<file path="config.mk">
export PLATFORM = sky130hd
export DESIGN_NAME = fetch_decode_stage
export DESIGN_NICKNAME = d
export VERILOG_FILES = /design/src/rtl/mips_pkg.sv /design/src/rtl/if_id_reg.sv /design/src/rtl/fetch_decode_stage.sv
export SDC_FILE = /design/constraint.sdc
export NUM_CORES = 1
export LEC_CHECK = 0
export ABC_AREA = 1
export ABC_CLOCK_PERIOD_IN_PS = 8700
export CORE_MARGIN = 2
export CORE_UTILIZATION = 42
export DETAILED_ROUTE_END_ITERATION = 10
export GPL_TIMING_DRIVEN = 0
export PLACE_DENSITY = 0.79
export SKIP_LAST_GASP = 1
export SLEW_MARGIN = 20
export SYNTH_ARGS = -nofsm -noshare
export SYNTH_HDL_FRONTEND = slang
export SYNTH_SLANG_ARGS = --single-unit
</file>
<file path="constraint.sdc">
create_clock -name clk -period 8.7 [get_ports clk]
set_clock_uncertainty 0.05 [all_clocks]
set_input_delay 1.74 -clock clk [delete_from_list [all_inputs] [get_ports clk]]
set_output_delay 1.74 -clock clk [all_outputs]
set_load 0.02 [all_outputs]
</file>
<file path="src/rtl/mips_pkg.sv">
// Shared MIPS front-end definitions: instruction field layout, NOP encoding and
// the fetch FSM state type.
package mips_pkg;

  // Field widths
  localparam int unsigned OPCODE_W = 6;
  localparam int unsigned REG_W    = 5;
  localparam int unsigned SHAMT_W  = 5;
  localparam int unsigned FUNCT_W  = 6;
  localparam int unsigned IMM_W    = 16;
  localparam int unsigned TARGET_W = 26;

  // Field LSB positions within the 32-bit instruction word
  localparam int unsigned OPCODE_LSB = 26;
  localparam int unsigned RS_LSB     = 21;
  localparam int unsigned RT_LSB     = 16;
  localparam int unsigned RD_LSB     = 11;
  localparam int unsigned SHAMT_LSB  = 6;
  localparam int unsigned FUNCT_LSB  = 0;
  localparam int unsigned IMM_LSB    = 0;
  localparam int unsigned TARGET_LSB = 0;

  localparam logic [31:0] INSTR_NOP = 32'h0000_0000;

  // StFetch: request outstanding; StHold: word parked in skid buffer, no request;
  // StDrain: wrong-path request outstanding, its word will be dropped.
  typedef enum logic [1:0] {
    StFetch = 2'd0,
    StHold  = 2'd1,
    StDrain = 2'd2
  } fetch_state_e;

endpackage

</file>
<file path="src/rtl/if_id_reg.sv">
// IF/ID pipeline register: carries valid, raw instruction and PC+4.
// Priority is flush > load > bubble > hold.
module if_id_reg
  import mips_pkg::*;
(
  input  logic        clk_i,
  input  logic        reset_i,
  input  logic        load_i,
  input  logic        flush_i,
  input  logic        bubble_i,
  input  logic [31:0] instr_i,
  input  logic [31:0] pc_plus4_i,
  output logic        valid_o,
  output logic [31:0] instr_o,
  output logic [31:0] pc_plus4_o
);

  logic        valid_q;
  logic [31:0] instr_q;
  logic [31:0] pc_plus4_q;

  // Pipeline register update; a bubble only drops valid and leaves the payload
  always_ff @(posedge clk_i or posedge reset_i) begin
    if (reset_i) begin
      valid_q    <= 1'b0;
      instr_q    <= INSTR_NOP;
      pc_plus4_q <= 32'h0;
    end else if (flush_i) begin
      valid_q    <= 1'b0;
      instr_q    <= INSTR_NOP;
      pc_plus4_q <= 32'h0;
    end else if (load_i) begin
      valid_q    <= 1'b1;
      instr_q    <= instr_i;
      pc_plus4_q <= pc_plus4_i;
    end else if (bubble_i) begin
      valid_q    <= 1'b0;
    end
  end

  assign valid_o    = valid_q;
  assign instr_o    = instr_q;
  assign pc_plus4_o = pc_plus4_q;

endmodule

</file>
<file path="src/rtl/fetch_decode_stage.sv">
// Instruction fetch front end: PC, req/ack fetch FSM with one-entry skid
// buffer, and the IF/ID register with decode field slices.
module fetch_decode_stage
  import mips_pkg::*;
#(
  parameter logic [31:0] RESET_PC = 32'h0000_0000,
  parameter int unsigned PC_STEP  = 4
) (
  input  logic                clk,
  input  logic                reset,
  input  logic                stall,
  input  logic                redirect_valid,
  input  logic [31:0]         redirect_pc,
  output logic                imem_req,
  output logic [31:0]         imem_addr,
  input  logic                imem_ack,
  input  logic [31:0]         imem_rdata,
  output logic                id_valid,
  output logic [31:0]         id_instr,
  output logic [31:0]         id_pc_plus4,
  output logic [OPCODE_W-1:0] id_opcode,
  output logic [REG_W-1:0]    id_rs,
  output logic [REG_W-1:0]    id_rt,
  output logic [REG_W-1:0]    id_rd,
  output logic [SHAMT_W-1:0]  id_shamt,
  output logic [FUNCT_W-1:0]  id_funct,
  output logic [IMM_W-1:0]    id_imm16,
  output logic [TARGET_W-1:0] id_target26
);

  localparam logic [31:0] PcStep = 32'(PC_STEP);

  fetch_state_e state_q, state_d;
  logic [31:0]  pc_q, pc_d;
  logic [31:0]  req_addr_q, req_addr_d;
  logic [31:0]  skid_q, skid_d;

  logic [31:0]  redirect_tgt;
  logic [31:0]  pc_inc;
  logic         ifid_load;
  logic         ifid_flush;
  logic         ifid_bubble;
  logic [31:0]  ifid_instr;

  assign redirect_tgt = redirect_pc & 32'hFFFF_FFFC;
  assign pc_inc       = pc_q + PcStep;

  // State register
  always_ff @(posedge clk or posedge reset) begin
    if (reset) begin
      state_q <= StFetch;
    end else begin
      state_q <= state_d;
    end
  end

  // Next-state logic
  always_comb begin
    state_d = state_q;
    unique case (state_q)
      StFetch: begin
        if (redirect_valid) begin
          state_d = imem_ack ? StFetch : StDrain;
        end else if (imem_ack && stall) begin
          state_d = StHold;
        end
      end
      StHold: begin
        if (redirect_valid || !stall) begin
          state_d = StFetch;
        end
      end
      StDrain: begin
        if (imem_ack) begin
          state_d = StFetch;
        end
      end
      default: state_d = StFetch;
    endcase
  end

  // Output logic; request is suppressed while reset is held
  always_comb begin
    imem_req  = (state_q != StHold) && !reset;
    imem_addr = req_addr_q;
  end

  // PC, request address, skid buffer and IF/ID control
  always_comb begin
    pc_d        = pc_q;
    req_addr_d  = req_addr_q;
    skid_d      = skid_q;
    ifid_load   = 1'b0;
    ifid_bubble = 1'b0;
    ifid_instr  = imem_rdata;
    ifid_flush  = redirect_valid;
    unique case (state_q)
      StFetch: begin
        if (redirect_valid) begin
          pc_d = redirect_tgt;
          // A word landing with the redirect is wrong-path; restart at target now
          if (imem_ack) begin
            req_addr_d = redirect_tgt;
          end
        end else if (imem_ack) begin
          if (!stall) begin
            ifid_load  = 1'b1;
            pc_d       = pc_inc;
            req_addr_d = pc_inc;
          end else begin
            skid_d = imem_rdata;
          end
        end else if (!stall) begin
          ifid_bubble = 1'b1;
        end
      end
      StHold: begin
        if (redirect_valid) begin
          pc_d       = redirect_tgt;
          req_addr_d = redirect_tgt;
        end else if (!stall) begin
          ifid_load  = 1'b1;
          ifid_instr = skid_q;
          pc_d       = pc_inc;
          req_addr_d = pc_inc;
        end
      end
      StDrain: begin
        if (redirect_valid) begin
          pc_d = redirect_tgt;
        end else if (!stall) begin
          ifid_bubble = 1'b1;
        end
        // Stale word is dropped; the next request goes to the latest target
        if (imem_ack) begin
          req_addr_d = pc_d;
        end
      end
      default: ;
    endcase
  end

  // PC, request address and skid buffer registers
  always_ff @(posedge clk or posedge reset) begin
    if (reset) begin
      pc_q       <= RESET_PC;
      req_addr_q <= RESET_PC;
      skid_q     <= INSTR_NOP;
    end else begin
      pc_q       <= pc_d;
      req_addr_q <= req_addr_d;
      skid_q     <= skid_d;
    end
  end

  if_id_reg u_if_id_reg (
    .clk_i      (clk),
    .reset_i    (reset),
    .load_i     (ifid_load),
    .flush_i    (ifid_flush),
    .bubble_i   (ifid_bubble),
    .instr_i    (ifid_instr),
    .pc_plus4_i (req_addr_q + PcStep),
    .valid_o    (id_valid),
    .instr_o    (id_instr),
    .pc_plus4_o (id_pc_plus4)
  );

  assign id_opcode   = id_instr[OPCODE_LSB +: OPCODE_W];
  assign id_rs       = id_instr[RS_LSB +: REG_W];
  assign id_rt       = id_instr[RT_LSB +: REG_W];
  assign id_rd       = id_instr[RD_LSB +: REG_W];
  assign id_shamt    = id_instr[SHAMT_LSB +: SHAMT_W];
  assign id_funct    = id_instr[FUNCT_LSB +: FUNCT_W];
  assign id_imm16    = id_instr[IMM_LSB +: IMM_W];
  assign id_target26 = id_instr[TARGET_LSB +: TARGET_W];

endmodule

</file>
# After elaboration in Yosys (flattened, before gate mapping)

Index checks and enable logic that the tools add are counted.

Add/subtract/negate cells: 2
Muxes and demuxes: 36
Bitwise gates (word level): 1
Reduce and logical (&&, ||, !) cells: 13
Equality and inequality tests: 8

Operators with widths:

| cell                                           | count |
|---|---|
| 2-to-1 mux 32 bit                              | 17 |
| one-hot mux 32 bit (3 select lines)            | 2 |
| adder 32 x 3 -> 32 bit (second input constant) | 2 |
| 2-to-1 mux 2 bit                               | 5 |
| 2-to-1 mux 1 bit                               | 9 |
| AND reduction 3 bit                            | 3 |
| != test 2 bit (second input constant)          | 3 |
| != test 3 bit (second input constant)          | 2 |
| one-hot mux 2 bit (3 select lines)             | 1 |
| nonzero test 3 bit                             | 2 |
| one-hot mux 1 bit (2 select lines)             | 2 |
| == test 2 x 1 -> 1 bit (second input constant) | 1 |
| == test 2 bit (second input constant)          | 1 |
| logical AND 1 bit                              | 2 |
| zero test 1 bit                                | 2 |
| zero test 2 bit                                | 1 |
| != test 2 x 1 -> 1 bit (second input constant) | 1 |
| AND reduction 2 bit                            | 1 |
| nonzero test 2 bit                             | 1 |
| logical OR 1 bit                               | 1 |
| NOT 1 bit                                      | 1 |

Flip-flop bits (word level): 163
Output and inout port bits: 172
Logic and storage cells: 67

# Logic depth before layout (Yosys ltp)

Gate-level depths: netlist of the first run.

Depth in word-level cells: 7
Mapped depth: 12
Mapped depth without buffers: 12

# Cells and area by module

A second synthesis of the first run with hierarchy kept.

Cells, all modules: 1,258
Area, all modules: 9,609.2 µm²

Modules (own cells, without submodules):

| module             | times used | area an instance (µm²) | cells each |
|---|---|---|---|
| fetch_decode_stage | 1          | 6,949.2                | 974 |
| if_id_reg          | 1          | 2,660.1                | 284 |

# Worst setup path after synthesis of the first run

Ideal clock, no wire load.

Path type: input -> output
Start point: in reset
End point: out imem_req
Data required time: 6.910 ns
Cell stages on the path: 1
Buffers on the path: 0
Setup slack: 4.877 ns
Arrival time: 2.033 ns
Path through: nor2_1

Word-level cells in the longest chain between the ends: 2

Ends and longest elaborated chain:

| what                      | line                     | source |
|---|---|---|
| from (decl)               | fetch_decode_stage.sv:10 | `input logic reset,` |
| zero test 1 bit (no line) | n/a                      |  |
| logical AND 1 bit         | fetch_decode_stage.sv:84 | `imem_req = (state_q != StHold) && !reset;` |
| to (decl)                 | fetch_decode_stage.sv:14 | `output logic imem_req,` |

No other way between the ends.

# Worst setup path in the final report of the first run

Same ends and word-level chain as after synthesis.

==> metrics.cfg, run 1 <==
[critical_path]
path_max_fanout = 2
worstPathArrival_ns = 3.09
startpoint_type = input port
worstSetupPathType = input port to output pin
end_kind = output pin
required_ns = 6.91

[yosys]
synth-compound-area-share = 0.130
synth.cell_area_um2 = 9530
netlist_instances = 1306
synthTopCellsByArea = dfrtp_1 (43%), nand2_1 (16%), o21ai_0 (6.8%)
ys_types = 41
ys_seq_area_frac = 0.428
synth-seq-cells = 163
synth_mux_area_frac = 0.00105
syn_area_per_cell_um2 = 7.29
synth_top_area_share = 0.428
syn_nets = 1377
synthXorXnorAreaFrac = 0.0101
synth_top_family_by_area = simple AND/OR/NAND/NOR gates
synth_top_cell_by_area = dfrtp_1
synth_fa_ha_area_frac = 0.00263
yosys_warnings = 0
synthSimpleGateAreaFrac = 0.293

[clock_network]
clock_sinks = 163
cts_tree = done
htree_levels = 4
post-cts-setup-buffers = 0
numCtsBuffers = 17
cts_root_buffer = clkbuf_16
cts_max_path_buffers = 2
hold_buffers = 0
cts_resized = 0
path_clk_slew_ns = 0.07
clk_latency_ns = 0.44

[route]
wl_per_cell_um = 16.5
drt_pass1_iterations = 6
num_vias = 9501
drtIter0Drc = 697
drc = 0
ant_nets = 0
wl_um = 30700
via_per_inst = 5.10

[floorplanning]
pin_count = 241
start_util = 0.425
die_area_um2 = 23900
die_w_um = 155
core_area_um2 = 22400
rows = 55
die-height_um = 155

[timing]
post-route-period-util = 0.561
hold_violations = 0
fmax_ghz = 0.205
setup_violations = 0
fin_tns_setup_ns = 0
maxSlewHeadroom = 0.527
hold_ws_ns = 0.432
rsz0062_at_grt = false
drv_slew = 0
tightest_slew_ns = 0.710
period_needed_ns = 4.88

[hold_path]
hp-class = register to register

[global_routing]
grt_pass1_vias = 8873
antenna_found_initial = 0
grt_usage = 0.259
grt_first_pass_wirelength_um = 48200
overflow = 0
grt_max_degree = 89

[pwr]
p_int_mw = 1.60
pwr-share-comb = 0.290
pwr-share-seq = 0.400
powerDensity_nw_per_um2 = 197
switchingPower_mw = 0.938
p_leak_nw = 5.88
ir_drop_v = 0.000142
clock_power_share = 0.310
netSwitchingFraction = 0.369

[layout]
fin_nets = 1634
area_growth_pct = 35.6
design_area_um2 = 12900
nFillCells = 2050
drive_above_1_share = 0.132
post-route-util = 0.576

[outcome]
status = finished clean

[place]
io_buffers = 237
gp_congestion = 0.986
dp_hpwl_um = 24100
postPlaceCellArea_um2 = 12300

[job]
drv_cap = 0

final timing paths:
check	startpoint	end	slack [ns]	cells past startpoint
setup / recovery	reset	imem_req	3.82	3
hold / removal	u_if_id_reg.pc_plus4_o[26]	u_if_id_reg.pc_plus4_o[26]	0.43	2
setup reg to reg	imem_addr[3]	u_if_id_reg.pc_plus4_o[22]	6.74	10
hold reg to reg	u_if_id_reg.pc_plus4_o[26]	u_if_id_reg.pc_plus4_o[26]	0.43	2
max in group asynchronous	reset	imem_addr[2]	5.98	3
min in group asynchronous	reset	u_if_id_reg.instr_o[2]	1.82	2
registers in the layout, summed over array words and instances (netlist names):
signal	flops
u_if_id_reg.instr_o	32
pc_q	32
skid_q	32
imem_addr	32
state_q	2
u_if_id_reg.valid_o	1
u_if_id_reg.pc_plus4_o	32
routing by layer:
layer  part of all wire  track usage  vias up
met4              0.029       0.0917        0
met2               0.48        0.443      419
met3              0.072       0.0454       59
met5                  0            0        -
li1                   -            -     4616
met1               0.42        0.331     4407
synth_stat cells (all sizes together):
| cell | count |
|---|---|
| nand2 | 418 |
| o21ai | 213 |
| dfrtp | 163 |
| nor2 | 120 |
| inv | 117 |
| buf | 105 |
| nand3 | 70 |
| clkbuf | 22 |
| nor3 | 22 |
| a21oi | 16 |
| nand4 | 8 |
| xor2 | 8 |
| or2 | 4 |
| o211ai | 3 |
| xnor2 | 3 |
| a21boi | 2 |
| clkinv | 2 |
| ha | 2 |
| o22ai | 2 |
| a2111oi | 1 |
| a22o | 1 |
| a32oi | 1 |
| mux2i | 1 |
| nand3b | 1 |
| o31ai | 1 |
cell families after synthesis:
logic type | Yosys count
buffers and inverters | 246
DFF | 163
AOI/OAI and AO/OA | 240
muxes | 1
and+or+nand+nor | 643
adders and majority gates | 2
xor gates and xnor gates | 11
power groups by stage:
stage                     Clock, mW  Sequential [mW]  Combinational (mW)
after floorplan                   0             1.05               0.376
after global placement            0             1.02               0.718
after detailed placement          0             1.03               0.734
after CTS                     0.795             1.01               0.738
after global routing          0.831             1.03               0.808
final                         0.788             1.02               0.738
cell type report:
class                      count  area, um^2  area share
inverter                     119         458      0.0354
sequential                   163        4080       0.316
clock inverter                15         203      0.0157
clock buffer                  17         425      0.0329
buffer                       127         838      0.0649
antenna                        1        2.50    0.000194
tap                          285         357      0.0276
timing repair buffer         238        2400       0.186
multi-input combinational    897        4160       0.322
layout by cell type, fill, tap and decap left out, types with 13 or more instances in the layout:
cell type / n
a21oi_1: 15
buf_2: 21
buf_4: 77
clkbuf_1: 21
clkbuf_16: 17
clkdlybuf4s50_1: 237
dfrtp_1: 163
inv_1: 99
inv_2: 16
nand2_1: 405
nand3_1: 63
nor2_1: 98
nor2_2: 13
nor3_1: 18
o21ai_0: 130
o21ai_1: 83
stage by stage:
step / worst slack (ns) / cells / power [mW]
floorplan: 2.51 / 1306 / 1.42
global placement: 0.201 / 1828 / 1.74
detailed placement: 3.82 / 1829 / 1.76
CTS: 3.82 / 1861 / 2.55
global route: 3.81 / 1861 / 2.67
finish: 3.82 / 1862 / 2.54
worst max-delay path, stage by stage:
cell and delay (ns):
clkdlybuf4s50_1 0.56, nor2_1 0.17, clkdlybuf4s50_1 0.62
Note: power is estimated with default switching activity, not from simulation.
==> run 2, diff against run 1 <==
--- a/config.mk
+++ b/config.mk
@@ -6,12 +6,12 @@
 export NUM_CORES = 1
 export LEC_CHECK = 0
 export ABC_AREA = 1
-export ABC_CLOCK_PERIOD_IN_PS = 8700
+export ABC_CLOCK_PERIOD_IN_PS = 4400
 export CORE_MARGIN = 2
 export CORE_UTILIZATION = 42
 export DETAILED_ROUTE_END_ITERATION = 10
 export GPL_TIMING_DRIVEN = 0
-export PLACE_DENSITY = 0.79
+export PLACE_DENSITY = 0.82
 export SKIP_LAST_GASP = 1
 export SLEW_MARGIN = 20
 export SYNTH_ARGS = -nofsm -noshare
==> constraint.sdc (replaced) <==
create_clock -name clk -period 4.4 [get_ports clk]
set_clock_uncertainty 0.05 [all_clocks]
set_input_delay 0.88 -clock clk [delete_from_list [all_inputs] [get_ports clk]]
set_output_delay 0.88 -clock clk [all_outputs]
set_load 0.02 [all_outputs]
==> metrics.cfg, run 2 (synthesis gave the netlist of run 1 again) <==
[critical_path]
required_ns = 3.47  ; -3.44 ns
worstPathArrival_ns = 2.28  ; -0.81 ns
crit_cells = 5  ; +2
path_cells = buf_4, nor2_2, clkbuf_1, nor2_1, clkdlybuf4s50_1
cp_num_buf_inv = 3  ; +1
critPathSlowestCell = clkdlybuf4s50_1
rr_worst_depth = 10  ; unchanged
end_kind = output pin
cpLargestDelayFamily = buffers and inverters
worstSetupPathType = register to output pin
path_max_fanout = 10  ; +8
rrSetupSlack_ns = 2.43  ; -4.31 ns
critical-path-max-stage-delay_ns = 0.56  ; -0.06 ns
startpoint_type = register

[clock_network]
htree_levels = 4  ; unchanged
clock_sinks = 163  ; unchanged
hold_buffers = 0  ; unchanged
clk_latency_ns = 0.44  ; about the same
post-cts-setup-buffers = 0  ; unchanged
cts_max_path_buffers = 2  ; unchanged
path_clk_slew_ns = 0.07  ; about the same
numCtsBuffers = 17  ; unchanged
cts_tree = done
cts_root_buffer = clkbuf_16
cts_resized = 0  ; unchanged

[timing]
fmax_ghz = 0.312
fin_tns_setup_ns = 0  ; unchanged
post-route-period-util = 0.729
tightest_slew_ns = 0.643  ; -0.0674 ns
maxSlewHeadroom = 0.572  ; +0.0450
hold_violations = 0  ; unchanged
rsz0062_at_grt = false
period_needed_ns = 3.21
drv_slew = 0  ; unchanged
setup_violations = 0  ; unchanged

[route]
drt_pass1_iterations = 5  ; -1
wl_per_cell_um = 16.8  ; +1.5%
drc = 0  ; unchanged
drtIter0Drc = 733  ; +5.2%
ant_nets = 0  ; unchanged
num_vias = 9592  ; +0.96%
via_per_inst = 5.14  ; +0.74%
wl_um = 31300  ; +1.7%

[layout]
layout.cells.non_filler = 1866  ; +0.21%
area_growth_pct = 35.9
nFillCells = 2063  ; +0.63%
multiInputGateArea_um2 = 4160  ; unchanged
post-route-util = 0.577  ; +0.00112
mostFrequentLayoutCell = nand2_1
fin_nets = 1638  ; +0.24%
final_cell_mix = nand2_1 (405), clkdlybuf4s50_1 (237), dfrtp_1 (163)
regArea_um2 = 4080  ; unchanged
drive_above_1_share = 0.134  ; +0.00220
design_area_um2 = 12900  ; +0.19%

[floorplanning]
core_area_um2 = 22400  ; unchanged
die_area_um2 = 23900  ; unchanged
die-height_um = 155  ; unchanged
die_w_um = 155  ; unchanged
pin_count = 241  ; unchanged
rows = 55  ; unchanged
start_util = 0.425  ; unchanged

[global_routing]
grt_max_degree = 36  ; -60%
overflow = 0  ; unchanged
antenna_found_initial = 1  ; +1
grt_pass1_vias = 9183  ; +3.5%
grt_first_pass_wirelength_um = 49100  ; +1.9%
grt_usage = 0.263  ; +0.00418

[place]
io_buffers = 237  ; unchanged
place_inst = 1833  ; +0.22%
gp_congestion = 0.971  ; -1.5%
dp_hpwl_um = 25000  ; +3.4%
postPlaceCellArea_um2 = 12400  ; +0.68%

[hold_path]
hold_depth = 2  ; unchanged
hp-class = register to register

[pwr]
powerDensity_nw_per_um2 = 382  ; +94%
ir_drop_v = 0.000268  ; +88%
p_leak_nw = 5.89  ; +0.14%

[outcome]
status = finished clean

[job]
drv_cap = 0  ; unchanged

==> run 2: cell count changes in the layout (fill, tap and decap cells not counted), sizes merged <==
cell	before	now
inv	125	124
buf	106	110
clkinvlp	0	3
clkinv	8	6
==> run 2: where the power goes <==
| group | switching, mW | internal, mW | total (mW) |
|---|---|---|---|
| Clock | 0.673 | 0.794 | 1.47 |
| Sequential | 0.272 | 1.74 | 2.01 |
| Combinational | 0.856 | 0.614 | 1.47 |
==> run 2: stage by stage <==
step,power [mW],setup WS (ns),hold slack [ns]
2_1_floorplan,2.81,1.40,0.399
3_3_place_gp,3.44,0.0326,0.417
3_5_place_dp,3.49,1.35,0.415
4_1_cts,4.96,1.17,0.433
5_1_grt,5.21,1.07,0.462
6_report,4.95,1.19,0.430
==> run 2: area by class of cell <==
cell class | count | area share
buffer | 127 | 0.0648
antenna | 1 | 0.000193
inverter | 119 | 0.0351
clock inverter | 15 | 0.0111
tap | 285 | 0.0275
sequential | 163 | 0.315
multi-input combinational | 897 | 0.321
timing repair buffer | 242 | 0.192
clock buffer | 17 | 0.0329
==> run 2: path summary, 6_finish.rpt <==
path / from / to
worst max-delay path: state_q[1] / imem_req
worst min-delay path: u_if_id_reg.pc_plus4_o[22] / u_if_id_reg.pc_plus4_o[22]
worst max register to register: imem_addr[2] / u_if_id_reg.pc_plus4_o[22]
worst min register to register: u_if_id_reg.pc_plus4_o[22] / u_if_id_reg.pc_plus4_o[22]
max in group asynchronous: reset / pc_q[5]
min in group asynchronous: reset / u_if_id_reg.instr_o[4]
==> run 2: worst register-to-register path: stages (launching register included) <==
cell and delay, ns:
dfrtp_1 0.47, ha_1 0.26, nand3_2 0.14, nor2_4 0.19, nand2_2 0.12, nor2_4 0.18
nand2_2 0.13, nor2_2 0.12, nand2_1 0.07, nand3_1 0.09, nand2_1 0.05
==> run 2: per-layer routing <==
metal | global-route usage | part of all wire
met1 | 0.319 | 0.41
met2 | 0.458 | 0.49
met3 | 0.0474 | 0.062
met4 | 0.119 | 0.037
met5 | 0 | 0
==> run 3, diff against run 2 <==
--- a/config.mk
+++ b/config.mk
@@ -6,7 +6,7 @@
 export NUM_CORES = 1
 export LEC_CHECK = 0
 export ABC_AREA = 1
-export ABC_CLOCK_PERIOD_IN_PS = 4400
+export ABC_CLOCK_PERIOD_IN_PS = 2700
 export CORE_MARGIN = 2
 export CORE_UTILIZATION = 42
 export DETAILED_ROUTE_END_ITERATION = 10
==> constraint.sdc (replaced) <==
create_clock -name clk -period 2.7 [get_ports clk]
set_clock_uncertainty 0.05 [all_clocks]
set_input_delay 0.54 -clock clk [delete_from_list [all_inputs] [get_ports clk]]
set_output_delay 0.54 -clock clk [all_outputs]
set_load 0.02 [all_outputs]
==> metrics.cfg, run 3 (synthesis gave the netlist of run 1 again) <==
[layout]
fin_nets = 1638  ; unchanged
final_cell_mix = nand2_1 (405), clkdlybuf4s50_1 (237), dfrtp_1 (163)
design_area_um2 = 13000  ; about the same
area_growth_pct = 36.0  ; about the same
mostFrequentLayoutCell = nand2_1
post-route-util = 0.577  ; about the same
nFillCells = 2060  ; -0.15%
layout.cells.non_filler = 1866  ; unchanged
drive_above_1_share = 0.135  ; +0.000633

[route]
drc = 0  ; unchanged
drtIter0Drc = 604  ; -18%
via_per_inst = 5.12  ; -0.43%
ant_nets = 0  ; unchanged
wl_um = 31200  ; -0.17%
num_vias = 9551  ; -0.43%
drt_pass1_iterations = 7  ; +2
wl_per_cell_um = 16.7  ; -0.17%

[clock_network]
path_clk_slew_ns = 0.07  ; about the same
cts_root_buffer = clkbuf_16
htree_levels = 4  ; unchanged
hold_buffers = 0  ; unchanged
cts_max_path_buffers = 2  ; unchanged
cts_resized = 2  ; +2
post-cts-setup-buffers = 0  ; unchanged
cts_tree = done
numCtsBuffers = 17  ; unchanged
clock_sinks = 163  ; unchanged
clk_latency_ns = 0.44  ; about the same

[global_routing]
grt_most_used_layer = met2
grt_use_met1 = 0.319  ; -0.000361
overflow = 0  ; unchanged
use_met2 = 0.458  ; about the same
grt_pass1_vias = 9178  ; -0.054%
antenna_found_initial = 1  ; unchanged
grt_max_degree = 36  ; unchanged
met3_usage = 0.0474  ; unchanged
grt_first_pass_wirelength_um = 49000  ; about the same
grt_usage = 0.263  ; about the same

[timing]
tightest_slew_ns = 0.648  ; +0.00509 ns
rsz0062_at_grt = false
drv_slew = 0  ; unchanged
setup_violations = 0  ; unchanged
hold_violations = 0  ; unchanged
post-route-period-util = 0.966
hold_ws_ns = 0.430  ; +0.000272 ns
maxSlewHeadroom = 0.568  ; -0.00339
period_needed_ns = 2.61
fmax_ghz = 0.383

[critical_path]
cp_num_buf_inv = 3  ; unchanged
required_ns = 2.11  ; -1.36 ns
path_cells = buf_4, nor2_4, clkbuf_4, nor2_1, clkdlybuf4s50_1
critPathSlowestCell = clkdlybuf4s50_1
rrSetupSlack_ns = 0.74  ; -1.69 ns
startpoint_type = register
end_kind = output pin
cpLargestDelayFamily = buffers and inverters
worstSetupPathType = register to output pin
path_max_fanout = 10  ; unchanged
critical-path-max-stage-delay_ns = 0.54  ; -0.02 ns
worstPathArrival_ns = 2.02  ; -0.26 ns

[floorplanning]
rows = 55  ; unchanged
core_area_um2 = 22400  ; unchanged
pin_count = 241  ; unchanged
die_w_um = 155  ; unchanged
die-height_um = 155  ; unchanged
start_util = 0.425  ; unchanged
die_area_um2 = 23900  ; unchanged

[place]
io_buffers = 237  ; unchanged
place_inst = 1833  ; unchanged
dp_hpwl_um = 25000  ; unchanged
postPlaceCellArea_um2 = 12400  ; unchanged
gp_congestion = 0.971  ; unchanged

[outcome]
status = finished clean

[hold_path]
hp-class = register to register

[pwr]
ir_drop_v = 0.000436  ; +63%
powerDensity_nw_per_um2 = 623  ; +63%
p_leak_nw = 5.89  ; about the same

[job]
drv_cap = 0  ; unchanged

==> run 3: cell counts in the layout (fill, tap and decap cells not counted) <==
No cell type changed its count.
==> run 3: final timing paths <==
kind,start,cells after the start,endpoint
setup reg to reg,imem_addr[2],10,u_if_id_reg.pc_plus4_o[22]
hold / removal,u_if_id_reg.pc_plus4_o[22],2,u_if_id_reg.pc_plus4_o[22]
max in group asynchronous,reset,4,pc_q[5]
hold reg to reg,u_if_id_reg.pc_plus4_o[22],2,u_if_id_reg.pc_plus4_o[22]
setup / recovery,state_q[1],5,imem_req
min in group asynchronous,reset,2,u_if_id_reg.instr_o[4]
==> run 3: through the flow <==
| stage | setup TNS (ns) | power [mW] | setup WS, ns |
|---|---|---|---|
| 4_1_cts | 0 | 8.09 | 0.0444 |
| 2_1_floorplan | 0 | 4.59 | 0.0392 |
| 6_report | 0 | 8.07 | 0.0920 |
| 3_3_place_gp | -213.89 | 5.61 | -1.33 |
| 5_1_grt | 0 | 8.49 | 0.0104 |
| 3_5_place_dp | 0 | 5.69 | 0.207 |
==> run 3: layer usage <==
layer / part of all wire / wire length, um
met2: 0.49 / 15400
met3: 0.064 / 1990
met1: 0.40 / 12600
met4: 0.038 / 1190
met5: 0 / 0
==> run 3: layout make-up <==
| type | count | area, um^2 | share of cell area |
|---|---|---|---|
| Multi-Input combinational cell | 897 | 4160 | 0.321 |
| Sequential cell | 163 | 4080 | 0.315 |
| Timing Repair Buffer | 242 | 2490 | 0.192 |
| Buffer | 127 | 842 | 0.0650 |
| Inverter | 119 | 454 | 0.0351 |
| Clock buffer | 17 | 425 | 0.0328 |
| Tap cell | 285 | 357 | 0.0275 |
| Clock inverter | 15 | 144 | 0.0111 |
| Antenna cell | 1 | 2.50 | 0.000193 |
==> run 3: report_power, final <==
group          switching (mW)  leakage [nW]  internal, mW
sequential              0.443          2.11          2.84
clock                    1.10         0.279          1.29
combinational            1.40          3.50          1.00
==> run 3: tightest hold or removal path, delay by kind of cell, from the launching register on <==
kind	cells	cell delay, ns
and+or+nand+nor	2	0.10
DFF	1	0.35
